File: src/rtl/npc_sequencer.sv
// Next-PC sequencer for the IF stage: redirect selection, stall buffering, delay-slot flag.
// Optional fetch-address fault check built when INSTR_ADDR_CHECK_EN is defined.
module npc_sequencer #(
   parameter logic [31:0] RESET_PC = 32'h0000_3000,
   parameter logic [31:0] EXC_PC   = 32'h0000_4180,
   parameter logic [31:0] TEXT_LO  = 32'h0000_3000,
   parameter logic [31:0] TEXT_HI  = 32'h0000_6ffc
) (
   input  logic        clk,
   input  logic        reset,
   input  logic [31:0] IF_PC,
   input  logic        stall,
   input  logic        D_br_valid,
   input  logic        D_br_taken,
   input  logic [31:0] D_br_target,
   input  logic        req,
   input  logic        eret,
   input  logic [31:0] EPC,
`ifdef INSTR_ADDR_CHECK_EN
   output logic        IF_excAdEL,
`endif
   output logic [31:0] NPC,
   output logic        enablePC,
   output logic        IF_BD
);

   typedef enum logic {
      S_IDLE = 1'b0,
      S_PEND = 1'b1
   } state_t;

   state_t      r_state;
   logic [31:0] r_pend_target;
   logic        r_bd_hold;

   logic        w_flush;
   logic        w_taken;
   logic        w_pend_valid;
   logic [31:0] w_seq_pc;
   logic [31:0] w_npc;

   assign w_flush      = req | eret;
   assign w_taken      = D_br_valid & D_br_taken;
   assign w_pend_valid = (r_state == S_PEND);
   assign w_seq_pc     = IF_PC + 32'd4;

   always_comb begin
      w_npc = w_seq_pc;
      priority case (1'b1)
         reset:        w_npc = RESET_PC;
         req:          w_npc = EXC_PC;
         eret:         w_npc = EPC;
         stall:        w_npc = IF_PC;
         w_pend_valid: w_npc = r_pend_target;
         w_taken:      w_npc = D_br_target;
         default:      w_npc = w_seq_pc;
      endcase
   end

   assign NPC      = w_npc;
   assign enablePC = reset | w_flush | ~stall;
   assign IF_BD    = (D_br_valid | r_bd_hold)
                   & ~w_flush & ~reset;

   // Exceptions and eret discard any buffered redirect.
   always_ff @(posedge clk) begin
      if (reset) begin
         r_state       <= S_IDLE;
         r_pend_target <= '0;
         r_bd_hold     <= 1'b0;
      end else if (w_flush || !stall) begin
         r_state   <= S_IDLE;
         r_bd_hold <= 1'b0;
      end else begin
         if (D_br_valid)
            r_bd_hold <= 1'b1;
         unique case (r_state)
            S_IDLE: begin
               if (w_taken) begin
                  r_state       <= S_PEND;
                  r_pend_target <= D_br_target;
               end
            end
            S_PEND: begin
               if (w_taken)
                  r_pend_target <= D_br_target;
            end
            default: r_state <= S_IDLE;
         endcase
      end
   end

`ifdef INSTR_ADDR_CHECK_EN
   logic w_misalign;
   logic w_out_range;

   assign w_misalign  = (IF_PC[1:0] != 2'b00);
   assign w_out_range = (IF_PC < TEXT_LO)
                      | (IF_PC > TEXT_HI);
   assign IF_excAdEL  = ~reset
                      & (w_misalign | w_out_range);
`endif

endmodule

File: config.mk
export PLATFORM = sky130hd
export DESIGN_NAME = npc_sequencer
export DESIGN_NICKNAME = d
export VERILOG_FILES = /design/src/rtl/npc_sequencer.sv
export SDC_FILE = /design/constraint.sdc
export NUM_CORES = 1
export LEC_CHECK = 0
export ABC_AREA = 1
export BUFFER_PORTS_ARGS = -buffer_cell sky130_fd_sc_hd__buf_2
export CAP_MARGIN = 20
export CORE_MARGIN = 4
export CORE_UTILIZATION = 40
export DETAILED_ROUTE_END_ITERATION = 8
export GPL_TIMING_DRIVEN = 0
export PLACE_DENSITY = 0.74
export RECOVER_POWER = 50
export SYNTH_ARGS = -nofsm -noshare
export SYNTH_HDL_FRONTEND = slang
export SYNTH_SLANG_ARGS = --single-unit
File: constraint.sdc
create_clock -name clk -period 3.5 [get_ports clk]
set_clock_uncertainty 0.15 [all_clocks]
set_input_delay 0.175 -clock clk [delete_from_list [all_inputs] [get_ports clk]]
set_output_delay 0.175 -clock clk [all_outputs]
set_load 0.01 [all_outputs]
---- Word-level counts from Yosys, hierarchy flattened ----
Cells that the tools add are included.
word-level totals
  word-level logic and storage cells ...... 28
  output and inout bits ................... 34
  register bits ........................... 34
cells by class
  bitwise logic cells ..................... 11
  multiplexer cells ....................... 9
  reductions and logical operators ........ 4
  add/subtract/negate cells ............... 1
operators with widths
  cell                                           count
  2-to-1 mux 32 bit                              7
  adder 32 x 3 -> 32 bit, second input constant  1
  inverter 1 bit                                 4
  OR 1 bit                                       4
  bitwise AND 1 bit                              3
  2-to-1 mux 1 bit                               2
  AND reduction 2 bit                            1
  OR reduction 2 bit                             1
  logical NOT 1 bit                              1
  logical OR 1 bit                               1

---- Longest topological paths before layout ----
Gate-level depths: netlist (run 1).
  depth in word-level cells ............... 7
  mapped depth ............................ 12

---- Worst setup path before layout (run 1) ----
No wires, ideal clock.
  path kind ............................... input to output
  from .................................... in IF_PC[2]
  to ...................................... out NPC[20]
  path slack .............................. 1881 ps
  arrival time ............................ 1294 ps
  path buffers ............................ 0
  stages .................................. 11
  cell sequence ........................... ha_1 -> nand2_2 -> nor2_4 -> nand2_4 -> nor2_4 -> nand3_1 -> nand3_1 -> nand2_1 -> nand2_1 -> nand2_1 -> a21oi_1
between the ends
  longest elaborated chain between the ends .. 7
RTL lines
  item                             line  text
  start, declared                  11    input logic [31:0] IF_PC,
  adder 32 x 3 -> 32 bit           45    assign w_seq_pc = IF_PC + 32'd4;
  2-to-1 mux 32 bit (6 in series)  49    priority case (1'b1)
  end, declared                    22    output logic [31:0] NPC,
Every way passes these cells.

---- Worst setup path in the final report (run 1) ----
  from .................................... reg r_state
  to ...................................... out NPC[8]
between the ends
  longest elaborated chain between the ends .. 5
RTL lines
  item                             line  text
  start, declared                  32    state_t r_state;
  start signal, assigned           68    r_state <= S_IDLE;
  start signal, assigned           72    r_state <= S_IDLE;
  start signal, assigned           80    r_state <= S_PEND;
  2-to-1 mux 32 bit (5 in series)  49
Every way passes these cells.

==> results of run 1 <==
final cells by class:
type / count / share of cell area
tap: 108 / 0.03041
buffer: 41 / 0.03998
clock inverter: 2 / 0.002815
sequential: 34 / 0.1532
clock buffer: 6 / 0.01858
multi-input combinational: 507 / 0.5591
timing repair buffer: 133 / 0.1495
inverter: 55 / 0.04645
placed cells by master (no fill, tap or decap), types with 2 or more instances in the layout:
| cell type | instances |
|---|---|
| sky130_fd_sc_hd__clkbuf_8 | 7 |
| sky130_fd_sc_hd__o21ai_1 | 6 |
| sky130_fd_sc_hd__a21oi_1 | 98 |
| sky130_fd_sc_hd__clkbuf_1 | 29 |
| sky130_fd_sc_hd__dfxtp_1 | 34 |
| sky130_fd_sc_hd__nand2_2 | 2 |
| sky130_fd_sc_hd__xor2_1 | 5 |
| sky130_fd_sc_hd__o211ai_1 | 5 |
| sky130_fd_sc_hd__nor2_2 | 3 |
| sky130_fd_sc_hd__nand4_1 | 15 |
| sky130_fd_sc_hd__nor3_1 | 3 |
| sky130_fd_sc_hd__inv_1 | 54 |
| sky130_fd_sc_hd__nor2_4 | 9 |
| sky130_fd_sc_hd__a31oi_1 | 2 |
| sky130_fd_sc_hd__nand3_1 | 33 |
| sky130_fd_sc_hd__nor2_8 | 2 |
| sky130_fd_sc_hd__a22oi_1 | 2 |
| sky130_fd_sc_hd__o21ai_0 | 61 |
| sky130_fd_sc_hd__a211oi_1 | 4 |
| sky130_fd_sc_hd__buf_2 | 140 |
| sky130_fd_sc_hd__buf_1 | 3 |
| sky130_fd_sc_hd__nand2_1 | 180 |
| sky130_fd_sc_hd__nor2_1 | 57 |
| sky130_fd_sc_hd__a21oi_2 | 8 |
| sky130_fd_sc_hd__nand2_4 | 5 |
worst reg2reg max path, stage by stage (launching register included):
cell                      delay (ps)
sky130_fd_sc_hd__dfxtp_1         330
sky130_fd_sc_hd__nor2_1          310
sky130_fd_sc_hd__nor2_1           80
report_power, final:
group          switching (µW)  total [µW]  internal (µW)
Clock                     159         317            158
Sequential               2.55         396            393
Combinational             240         369            130
kinds of logic after synthesis:
| logic type | share of synthesized area |
|---|---|
| and+or+nand+nor | 0.3985 |
| AOI/OAI and AO/OA | 0.2830 |
| buffers and inverters | 0.1088 |
| DFF | 0.1915 |
| xor gates and xnor gates | 0.01478 |
| adders and majority gates | 0.003519 |
routing by layer:
layer | wire length [µm] | GRT usage
met2 | 6808 | 0.4608
met3 | 1638 | 0.05870
met5 | 0 | 0
met4 | 422 | 0.1120
met1 | 6308 | 0.3818
metrics by stage:
stage / instance area [µm²] / hold slack, ps / util / instances / setup WS (ps)
6_report: 4444 / 23.66 / 0.5121 / 886 / 1134
5_1_grt: 4444 / 23.64 / 0.5121 / 886 / 980.9
4_1_cts: 4451 / 20.23 / 0.5128 / 886 / 1169
3_5_place_dp: 4355 / 289.8 / 0.5019 / 878 / 1258
3_3_place_gp: 4355 / 284.5 / 0.5019 / 878 / 1234
2_1_floorplan: 3555 / 200.1 / - / 637 / 1881
flip-flops by register name, summed over array words and instances, names as in the netlist:
signal	cells
r_pend_target	32
r_bd_hold	1
r_state	1
worst max path at each step:
stage / to / slack, ps / depth (start not counted) / from
4_1_cts: NPC[30] / 1170 / 7 / r_state
6_report: NPC[8] / 1130 / 8 / r_state
3_5_place_dp: NPC[30] / 1260 / 6 / reset
5_1_grt: NPC[30] / 980 / 7 / r_state
3_3_place_gp: NPC[30] / 1230 / 6 / reset
2_1_floorplan: NPC[20] / 1880 / 11 / IF_PC[2]
==> summary.log, run 1 <==
INFO  logic_synthesis synth.top_cells.by_area=sky130_fd_sc_hd__dfxtp_1 (19%), sky130_fd_sc_hd__nand2_1 (19%), sky130_fd_sc_hd__a21oi_1 (14%)
INFO  hold_path      min_path_type=in -> reg
INFO  logic_synthesis synth.ff_latch_count=34
INFO  setup_path     start_kind=flop
INFO  route          initialDrtViolationCount=470
INFO  floorplanning  dieHeight=102.3µm
INFO  timing         setup_total_neg_slack=0ps
INFO  route          drc_errors=0
INFO  setup_path     path_delay_family=compound AO/OA/AOI/OAI gates
INFO  timing         worst_slew_margin_rel=0.5585
INFO  logic_synthesis synth_async_sr_flop_share=0
INFO  hold_path      min_delay_worst_endpoint=r_pend_target[9]
INFO  hold_path      hold_path.startpoint=D_br_target[9]
INFO  floorplanning  row_count=34
INFO  floorplanning  floorplan.core_area=8678µm²
INFO  route          detailed_route_via_count=4919
INFO  timing         worstMarginPinSlew=662.2ps
INFO  clock_network  clk_path_buf_depth=2
INFO  hold_path      cells_on_worst_hold_path=3
INFO  global_route   antenna_found_initial=0
INFO  floorplanning  die_w=102.3µm
INFO  placed_design  placement.io_buffers=133
INFO  clock_network  buffer_type_at_the_clock_tree_root=sky130_fd_sc_hd__clkbuf_8
INFO  clock_network  clkTransAtPathRegs=80ps
INFO  logic_synthesis post_synth_inst_count=637
INFO  route          mean_routed_wirelength_per_cell=17.13µm
INFO  setup_path     r2r-end=r_state
INFO  floorplanning  io_pins=137
INFO  final_layout   areaGrowthSynthToFinish=25.03%
INFO  setup_path     ff2ff_path_depth=2
INFO  power_and_ir_drop static-leakage-power=0.002133µW
INFO  global_route   maximum_number_of_pins_on_one_net_before_global_route_repair=12
INFO  timing         slew_violations=0
INFO  final_layout   antennaDiodeCount=0
INFO  job            max_cap_violations=0
INFO  power_and_ir_drop p_total=1083µW
INFO  setup_path     worst-endpoint-required=3170ps
INFO  logic_synthesis synthesis.area=3555µm²
INFO  timing         final_critical_period=2366ps
INFO  setup_path     cp-end-kind=primary output
INFO  logic_synthesis synth_top_area_share=0.1915
INFO  placed_design  place_congestion=0.9599
INFO  logic_synthesis synth.most_common_cell=sky130_fd_sc_hd__nand2_1
INFO  logic_synthesis ys_dominant_reg_cell=sky130_fd_sc_hd__dfxtp_1
INFO  timing         hold_viol=0
INFO  final_layout   final.fill_count=951
INFO  global_route   gr-usage-all-layers=0.2886
INFO  logic_synthesis netlist.top_cell.by_area=sky130_fd_sc_hd__dfxtp_1
INFO  logic_synthesis synth-seq-area-share=0.1915
INFO  setup_path     cell_chain_critical_path=nor2_1, inv_1, a31oi_1, o21ai_0, nand2_1, o211ai_1, a21oi_1, buf_2
INFO  floorplanning  dieArea=10460µm²
INFO  setup_path     setup.reg_to_reg.worst_slack=2510ps
INFO  final_layout   drive_gt1_frac=0.2301
INFO  route          postRouteWirelength=15180µm
INFO  logic_synthesis synthesis.area_per_instance=5.580µm²
INFO  logic_synthesis mappedNetlistNets=741
INFO  clock_network  cts_resized=0
INFO  global_route   overflow=0
INFO  clock_network  post-cts-setup-buffers=0
INFO  logic_synthesis post_synth_most_frequent_cells=sky130_fd_sc_hd__nand2_1 (180), sky130_fd_sc_hd__a21oi_1 (98), sky130_fd_sc_hd__o21ai_0 (61)
INFO  final_layout   nets=881
INFO  clock_network  tritoncts.num_buffers=5
INFO  global_route   grt_pass1_wl=23390µm
INFO  setup_path     critical_path.max_stage_delay=330ps
INFO  global_route   grt_pass1_vias=4654
INFO  clock_network  cts_tree=built
INFO  power_and_ir_drop vdd.ir_drop.worst=0.1381mV
INFO  timing         finalSetupViolCount=0
INFO  timing         final_min_period_over_clock_period=0.6759
INFO  setup_path     timing.critical_path.buf_inv=2
INFO  clock_network  cts.htree.levels=2
INFO  power_and_ir_drop power_per_cell_area=243.7nW/µm²
INFO  floorplanning  initial_cell_density_of_the_core=0.4096
INFO  final_layout   footprint_of_the_multi_input_gates=2485µm²
INFO  placed_design  place_hpwl=12020µm
INFO  setup_path     timing.rr.start=r_state
INFO  timing         achievable-frequency=422.7MHz
INFO  route          dr.pass1.iters=5
INFO  clock_network  clk_sink_count=34
INFO  clock_network  cts_hold_buffers=0
INFO  timing         rsz0062_at_grt=false
INFO  route          post_drt_via_cell_ratio=5.552
INFO  logic_synthesis synth_cell_type_count=34
INFO  logic_synthesis yosys_warnings=0
INFO  logic_synthesis synth_enable_flop_cells=0
INFO  final_layout   regArea=680.7µm²
INFO  status         run_status=finished, final reports clean
INFO  route          route.antenna.remaining_nets=0
INFO  setup_path     worst_ep_arrival_time=2040ps
INFO  setup_path     path_max_fanout=8
INFO  setup_path     critical_path_class=reg -> out
INFO  setup_path     critical_path.slowest_cell=sky130_fd_sc_hd__dfxtp_1
INFO  clock_network  clkLatencyLatePin=290ps
No activity file was read; power rests on OpenSTA's default activity.
==> run 2: changes to the inputs <==
clock period = 2.3 ns   (was 3.5 ns; I/O delays follow)
==> run 2 against run 1 <==
Effect of this change:
- flip-flop and latch count is the same
- register-to-register slack lost 1100 ps
- sequential share of layout area decreased by 1.0 points
- power rose by 56%
- combinational power is 64% higher
- hold slack worse by 14 ps
- via count rose by 3.9%
- sequential power increased by 52%
- final cell count increased by 3.5%
- global-route usage grew 0.80 points
- die area did not move
- cell area is 7.2% higher
- largest cell class unchanged
==> summary.log, run 2 (synthesized netlist as in run 1, its figures left out) <==
INFO  final_layout   postLayoutCoreUtil=0.5489
INFO  setup_path     critical_path.max_stage_delay=410ps
INFO  floorplanning  dieHeight=102.3µm
INFO  setup_path     path_max_fanout=10
INFO  final_layout   final.fill_count=906
INFO  timing         setup_total_neg_slack=0ps
INFO  final_layout   design_area=4763µm²
INFO  global_route   antenna_found_initial=0
INFO  floorplanning  row_count=34
INFO  setup_path     r2r-end=r_state
INFO  placed_design  place_area=4355µm²
INFO  setup_path     worstSetupPathDepth=7
INFO  clock_network  clkTransAtPathRegs=80ps
INFO  final_layout   layout.cells.most_common=sky130_fd_sc_hd__nand2_1
INFO  clock_network  buffer_type_at_the_clock_tree_root=sky130_fd_sc_hd__clkbuf_8
INFO  setup_path     worst-endpoint-required=2040ps
INFO  route          drc_errors=0
INFO  clock_network  clk_sink_count=34
INFO  route          postRouteWirelength=15670µm
INFO  route          initialDrtViolationCount=470
INFO  floorplanning  dieArea=10460µm²
INFO  clock_network  clk_path_buf_depth=2
INFO  setup_path     critical_path.slowest_cell=sky130_fd_sc_hd__clkbuf_1
INFO  setup_path     setup.worst_path.end=NPC[25]
INFO  setup_path     worstSetupStartpoint=r_state
INFO  status         run_status=finished, final reports clean
INFO  timing         layout_setup_ws=86.27ps
INFO  timing         worstMarginPinSlew=671.1ps
INFO  setup_path     timing.rr.start=r_state
INFO  setup_path     ff2ff_path_depth=2
INFO  power_and_ir_drop vdd.ir_drop.worst=0.2178mV
INFO  final_layout   drive_gt1_frac=0.2274
INFO  route          dr.pass1.iters=5
INFO  final_layout   layout_common_cells=sky130_fd_sc_hd__nand2_1 (180), sky130_fd_sc_hd__buf_2 (141), sky130_fd_sc_hd__a21oi_1 (98)
INFO  floorplanning  die_w=102.3µm
INFO  timing         worst_slew_margin_rel=0.5526
INFO  route          mean_routed_wirelength_per_cell=17.09µm
INFO  global_route   overflow=0
INFO  timing         rsz0062_at_grt=false
INFO  timing         achievable-frequency=451.7MHz
INFO  setup_path     critical_path_most_common_cell=sky130_fd_sc_hd__nand2_1
INFO  setup_path     setup.reg_to_reg.worst_slack=1410ps
INFO  setup_path     timing.critical_path.buf_inv=3
INFO  placed_design  placement.io_buffers=133
INFO  final_layout   largest_register_ffs=32
INFO  floorplanning  initial_cell_density_of_the_core=0.4096
INFO  global_route   maximum_number_of_pins_on_one_net_before_global_route_repair=12
INFO  final_layout   areaGrowthSynthToFinish=34.00%
INFO  timing         finalSetupViolCount=0
INFO  global_route   grt_pass1_wl=24120µm
INFO  setup_path     critical_path_class=reg -> out
INFO  setup_path     worst_ep_arrival_time=1950ps
INFO  placed_design  place_hpwl=12020µm
INFO  timing         final_critical_period=2214ps
INFO  route          route.antenna.remaining_nets=0
INFO  placed_design  placement.setup.worst_slack=178.0ps
INFO  power_and_ir_drop power_per_cell_area=355.3nW/µm²
INFO  final_layout   antennaDiodeCount=0
INFO  final_layout   top_regs=r_pend_target: 32 flops, r_bd_hold: 1 flops, r_state: 1 flops
INFO  clock_network  cts.htree.levels=2
INFO  hold_path      min_path_type=in -> reg
INFO  timing         hold_viol=0
INFO  global_route   gr-usage-all-layers=0.2967
INFO  clock_network  tritoncts.num_buffers=5
INFO  floorplanning  io_pins=137
INFO  job            max_cap_violations=0
INFO  final_layout   nets=912
INFO  timing         worst_hold_slack=9.679ps
INFO  timing         final_min_period_over_clock_period=0.9625
INFO  timing         slew_violations=0
INFO  placed_design  place_congestion=0.9599
INFO  setup_path     path_delay_family=buffers and inverters
INFO  setup_path     cell_chain_critical_path=buf_2, clkbuf_1, nand2_1, nand2_1, nand2_1, a21oi_2, buf_2
INFO  setup_path     start_kind=flop
INFO  floorplanning  floorplan.core_area=8678µm²
INFO  route          post_drt_via_cell_ratio=5.573
INFO  clock_network  cts_tree=built
INFO  global_route   grt_pass1_vias=4828
INFO  final_layout   most_flops_register=r_pend_target
INFO  setup_path     cp-end-kind=primary output
INFO  clock_network  clkLatencyLatePin=300ps
INFO  power_and_ir_drop static-leakage-power=0.002271µW
INFO  route          detailed_route_via_count=5110
==> run 2: changes by cell type in the layout (fill, tap and decap cells not counted) <==
cell / before / now
sky130_fd_sc_hd__dlygate4sd3_1: 0 / 31
sky130_fd_sc_hd__clkbuf_1: 29 / 27
sky130_fd_sc_hd__clkbuf_2: 0 / 2
sky130_fd_sc_hd__nor2_1: 57 / 55
sky130_fd_sc_hd__nor2_2: 3 / 5
sky130_fd_sc_hd__buf_1: 3 / 2
sky130_fd_sc_hd__buf_2: 140 / 141
==> run 2: where the power goes <==
group	internal [µW]	leakage, µW	switching, µW
clock	241	0.0000472	242
sequential	599	0.000275	3.86
combinational	232	0.00195	374
==> run 2: what timing repair did <==
action	in CTS	in global routing
hold buffers	31	0
setup endpoints to repair	0	10
hold endpoints to repair	31	0
buffers inserted	0	0
gates resized for setup	0	8
==> run 2: cell type report <==
class                           instances  area (µm²)  area share
Buffer                                 41       181.4     0.03809
Multi-Input combinational cell        507        2490      0.5227
Clock inverter                          2       12.51    0.002627
Clock buffer                            6       82.58     0.01734
Timing Repair Buffer                  164       974.7      0.2046
Inverter                               55       206.4     0.04334
Tap cell                              108       135.1     0.02837
Sequential cell                        34       680.7      0.1429
==> run 2: worst min path at each step <==
stage / to / slack [ps] / depth (start not counted) / start
after floorplan: r_pend_target[16] / 140 / 2 / D_br_target[16]
after global placement: r_pend_target[2] / 260 / 3 / D_br_target[2]
after detailed placement: r_pend_target[21] / 270 / 3 / D_br_target[21]
after CTS: r_pend_target[11] / 5 / 3 / D_br_target[11]
after global routing: r_pend_target[11] / 40 / 3 / D_br_target[11]
final: r_pend_target[11] / 10 / 3 / D_br_target[11]
==> run 2: per-layer routing <==
metal | wire length (µm) | up-vias | global-route usage
met5 | 0 | - | 0
met4 | 629 | 0 | 0.1251
met3 | 1877 | 61 | 0.06212
met2 | 6947 | 315 | 0.4793
met1 | 6218 | 2293 | 0.3826
li1 | - | 2441 | -
==> run 2: stage by stage <==
stage / instances / total power [µW]
6_report: 917 / 1692
5_1_grt: 917 / 1773
4_1_cts: 917 / 1680
3_5_place_dp: 878 / 1167
3_3_place_gp: 878 / 1162
2_1_floorplan: 637 / 916.3
==> run 2: tightest hold or removal path, stage by stage <==
cell	delay [ps]
sky130_fd_sc_hd__buf_2	100
sky130_fd_sc_hd__o21ai_0	90
sky130_fd_sc_hd__a21oi_1	120
==> run 3: changes to the inputs <==
ABC_AREA = 0   (was 1)
PLACE_DENSITY = 0.75   (was 0.74)
SLEW_MARGIN = 20   (was unset)
==> run 3 against run 2 <==
Effect of this change:
- critical path depth grew 1
- the run now ends with negative hold slack left
- global-route usage is 0.76 points higher
- largest power group is now registers
- maximum frequency down 1.2%
- largest cell class unchanged
- highest routed layer unchanged
- clock power increased by 5.0%
- synthesized area is 4.8% lower
==> summary.log, run 3 <==
INFO  status         run_status=complete, but fails checks
INFO  status         failed_checks=negative hold slack
INFO  setup_path     start_kind=input port
INFO  logic_synthesis post_synth_inst_count=532
INFO  logic_synthesis synthesis.area=3383µm²
INFO  timing         worst_slew_margin_rel=0.5302
INFO  timing         worst_hold_slack=-3.828ps
INFO  timing         achievable-frequency=446.3MHz
INFO  final_layout   largest_register_ffs=32
INFO  setup_path     critical_path_class=in -> out
INFO  final_layout   layout.cells.most_common=sky130_fd_sc_hd__buf_2
INFO  setup_path     timing.rr.start=r_state
INFO  logic_synthesis post_synth_most_frequent_cells=sky130_fd_sc_hd__nand2_1 (113), sky130_fd_sc_hd__a21oi_1 (64), sky130_fd_sc_hd__nor2_1 (45)
INFO  power_and_ir_drop p_total=1697µW
INFO  timing         hold_viol=1
INFO  timing         final_min_period_over_clock_period=0.9741
INFO  clock_network  clkTransAtPathRegs=70ps
INFO  route          drc_errors=0
INFO  placed_design  place_hpwl=11520µm
INFO  hold_path      hold_path.startpoint=D_br_valid
INFO  clock_network  clk_sink_count=34
INFO  hold_path      min_path_type=in -> reg
INFO  timing         slew_violations=0
INFO  floorplanning  io_pins=137
INFO  placed_design  place_congestion=0.9951
INFO  final_layout   most_flops_register=r_pend_target
INFO  placed_design  placement.setup.worst_slack=-279.5ps
INFO  global_route   antenna_found_initial=0
INFO  setup_path     worst-endpoint-required=2040ps
INFO  route          detailed_route_via_count=5053
INFO  clock_network  tritoncts.num_buffers=5
INFO  logic_synthesis ys_dominant_reg_cell=sky130_fd_sc_hd__dfxtp_1
INFO  clock_network  clkLatencyLatePin=290ps
INFO  final_layout   antennaDiodeCount=0
INFO  logic_synthesis netlist.top_cell.by_area=sky130_fd_sc_hd__dfxtp_1
INFO  logic_synthesis synth_enable_flop_cells=0
INFO  clock_network  clk_path_buf_depth=2
INFO  logic_synthesis synth.most_common_cell=sky130_fd_sc_hd__nand2_1
INFO  final_layout   areaGrowthSynthToFinish=37.17%
INFO  timing         setup_total_neg_slack=0ps
INFO  clock_network  buffer_type_at_the_clock_tree_root=sky130_fd_sc_hd__clkbuf_8
INFO  timing         rsz0062_at_grt=false
INFO  route          mean_routed_wirelength_per_cell=19.48µm
INFO  power_and_ir_drop vdd.ir_drop.worst=0.2178mV
INFO  global_route   grt_pass1_wl=23970µm
INFO  power_and_ir_drop power_per_cell_area=365.7nW/µm²
INFO  logic_synthesis synth-seq-area-share=0.2012
INFO  clock_network  cts_tree=built
INFO  route          route.antenna.remaining_nets=0
INFO  floorplanning  dieArea=9993µm²
INFO  setup_path     worstSetupStartpoint=IF_PC[3]
INFO  route          initialDrtViolationCount=806
INFO  logic_synthesis synthesis.area_per_instance=6.359µm²
INFO  final_layout   top_regs=r_pend_target: 32 flops, r_bd_hold: 1 flops, r_state: 1 flops
INFO  logic_synthesis synth_async_sr_flop_share=0
INFO  floorplanning  die_w=99.97µm
INFO  setup_path     path_max_fanout=6
INFO  final_layout   drive_gt1_frac=0.2528
INFO  placed_design  placement.io_buffers=133
INFO  global_route   grt_pass1_vias=4649
INFO  floorplanning  floorplan.core_area=8217µm²
INFO  timing         layout_setup_ws=59.49ps
INFO  final_layout   layout_common_cells=sky130_fd_sc_hd__buf_2 (137), sky130_fd_sc_hd__nand2_1 (113), sky130_fd_sc_hd__a21oi_1 (64)
INFO  timing         worstMarginPinSlew=698.3ps
INFO  route          postRouteWirelength=15760µm
INFO  logic_synthesis mappedNetlistNets=636
INFO  logic_synthesis synth.ff_latch_count=34
INFO  floorplanning  initial_cell_density_of_the_core=0.4118
INFO  timing         final_critical_period=2241ps
INFO  floorplanning  row_count=33
INFO  power_and_ir_drop static-leakage-power=0.001896µW
INFO  floorplanning  dieHeight=99.97µm
INFO  logic_synthesis synth_cell_type_count=61
INFO  timing         finalSetupViolCount=0
INFO  global_route   gr-usage-all-layers=0.3042
INFO  logic_synthesis yosys_warnings=0
INFO  global_route   maximum_number_of_pins_on_one_net_before_global_route_repair=12
INFO  route          dr.pass1.iters=6
INFO  setup_path     worst_ep_arrival_time=1980ps
INFO  global_route   overflow=0
INFO  logic_synthesis synth_top_area_share=0.2012
INFO  clock_network  cts.htree.levels=2
INFO  job            max_cap_violations=0
INFO  route          post_drt_via_cell_ratio=6.246
INFO  final_layout   nets=807
INFO  setup_path     cp-end-kind=primary output
INFO  clock_network  post-cts-setup-buffers=0
INFO  logic_synthesis synth.top_cells.by_area=sky130_fd_sc_hd__dfxtp_1 (20%), sky130_fd_sc_hd__nand2_1 (13%), sky130_fd_sc_hd__a21oi_1 (9.5%)
==> run 3: cell types whose count changed after synthesis, moves of 7 or more <==
cell | before | now
sky130_fd_sc_hd__and3_1 | 0 | 13
sky130_fd_sc_hd__o21ai_0 | 61 | 25
sky130_fd_sc_hd__nor3_1 | 3 | 19
sky130_fd_sc_hd__nand3_1 | 33 | 23
sky130_fd_sc_hd__clkbuf_1 | 26 | 36
sky130_fd_sc_hd__a21oi_2 | 8 | 0
sky130_fd_sc_hd__a211oi_1 | 4 | 11
sky130_fd_sc_hd__o21ai_1 | 6 | 15
sky130_fd_sc_hd__a21oi_1 | 98 | 64
sky130_fd_sc_hd__inv_1 | 54 | 8
sky130_fd_sc_hd__nor2_1 | 56 | 45
sky130_fd_sc_hd__nand2_1 | 180 | 113
sky130_fd_sc_hd__nor2_4 | 9 | 0
==> run 3: cells by family after synthesis <==
family,after synthesis,share of synthesized area
compound gates,167,0.3066
xor+xnor,12,0.03106
fa+ha+maj,1,0.003698
buf+inv,53,0.06102
flops,34,0.2012
mux,5,0.01479
simple gates,260,0.3817
==> run 3: what timing repair did <==
item / CTS / global route
pin swaps: 0 / 1
endpoints found under the setup margin: 30 / 22
hold endpoints to repair: 32 / 0
hold buffers: 32 / 0
gates resized for setup: 12 / 23
==> run 3: layout make-up <==
cell class                      count  area (µm²)
Buffer                             42       200.2
Clock buffer                        6       82.58
Clock inverter                      2       12.51
Fill cell                         841        3576
Inverter                           10       37.54
Multi-Input combinational cell    445        2507
Sequential cell                    34       684.4
Tap cell                          105       131.4
Timing Repair Buffer              165       984.7
==> run 3: final timing paths <==
check / end / slack, ps / depth (start not counted)
setup reg to reg: r_state / 1160 / 3
hold reg to reg: r_pend_target[18] / 310 / 2
hold / removal: r_bd_hold / -4 / 3
setup / recovery: NPC[20] / 60 / 8
==> run 3: worst max-delay path, stage by stage <==
cell and delay, ps:
sky130_fd_sc_hd__buf_2 130, sky130_fd_sc_hd__ha_2 270, sky130_fd_sc_hd__nand3_1 180, sky130_fd_sc_hd__or4_4 490, sky130_fd_sc_hd__nor4_2 170, sky130_fd_sc_hd__o21ai_1 120
sky130_fd_sc_hd__a211oi_2 310, sky130_fd_sc_hd__buf_2 180
==> run 3: per-layer routing <==
layer  global-route usage  vias up  wire (µm)
met3              0.06602       69       2278
li1                     -     2279          -
met2               0.4761      439       6915
met1               0.4051     2266       5927
met4               0.1250        0        637
met5                    0        -          0
==> run 3: power breakdown <==
part / switching (µW) / internal [µW] / total, µW / leakage (µW)
clock network: 266 / 241 / 507 / 0.0000472
registers: 4.44 / 595 / 599 / 0.000275
logic: 354 / 237 / 590 / 0.00157
total: 624 / 1070 / 1700 / 0.00190
==> run 3: per-stage QoR <==
| step | instances | area, µm² | utilization |
|---|---|---|---|
| floorplan | 532 | 3383 | - |
| global placement | 770 | 4180 | 0.5088 |
| detailed placement | 770 | 4180 | 0.5088 |
| CTS | 810 | 4614 | 0.5616 |
| global route | 809 | 4641 | 0.5648 |
| finish | 809 | 4641 | 0.5648 |
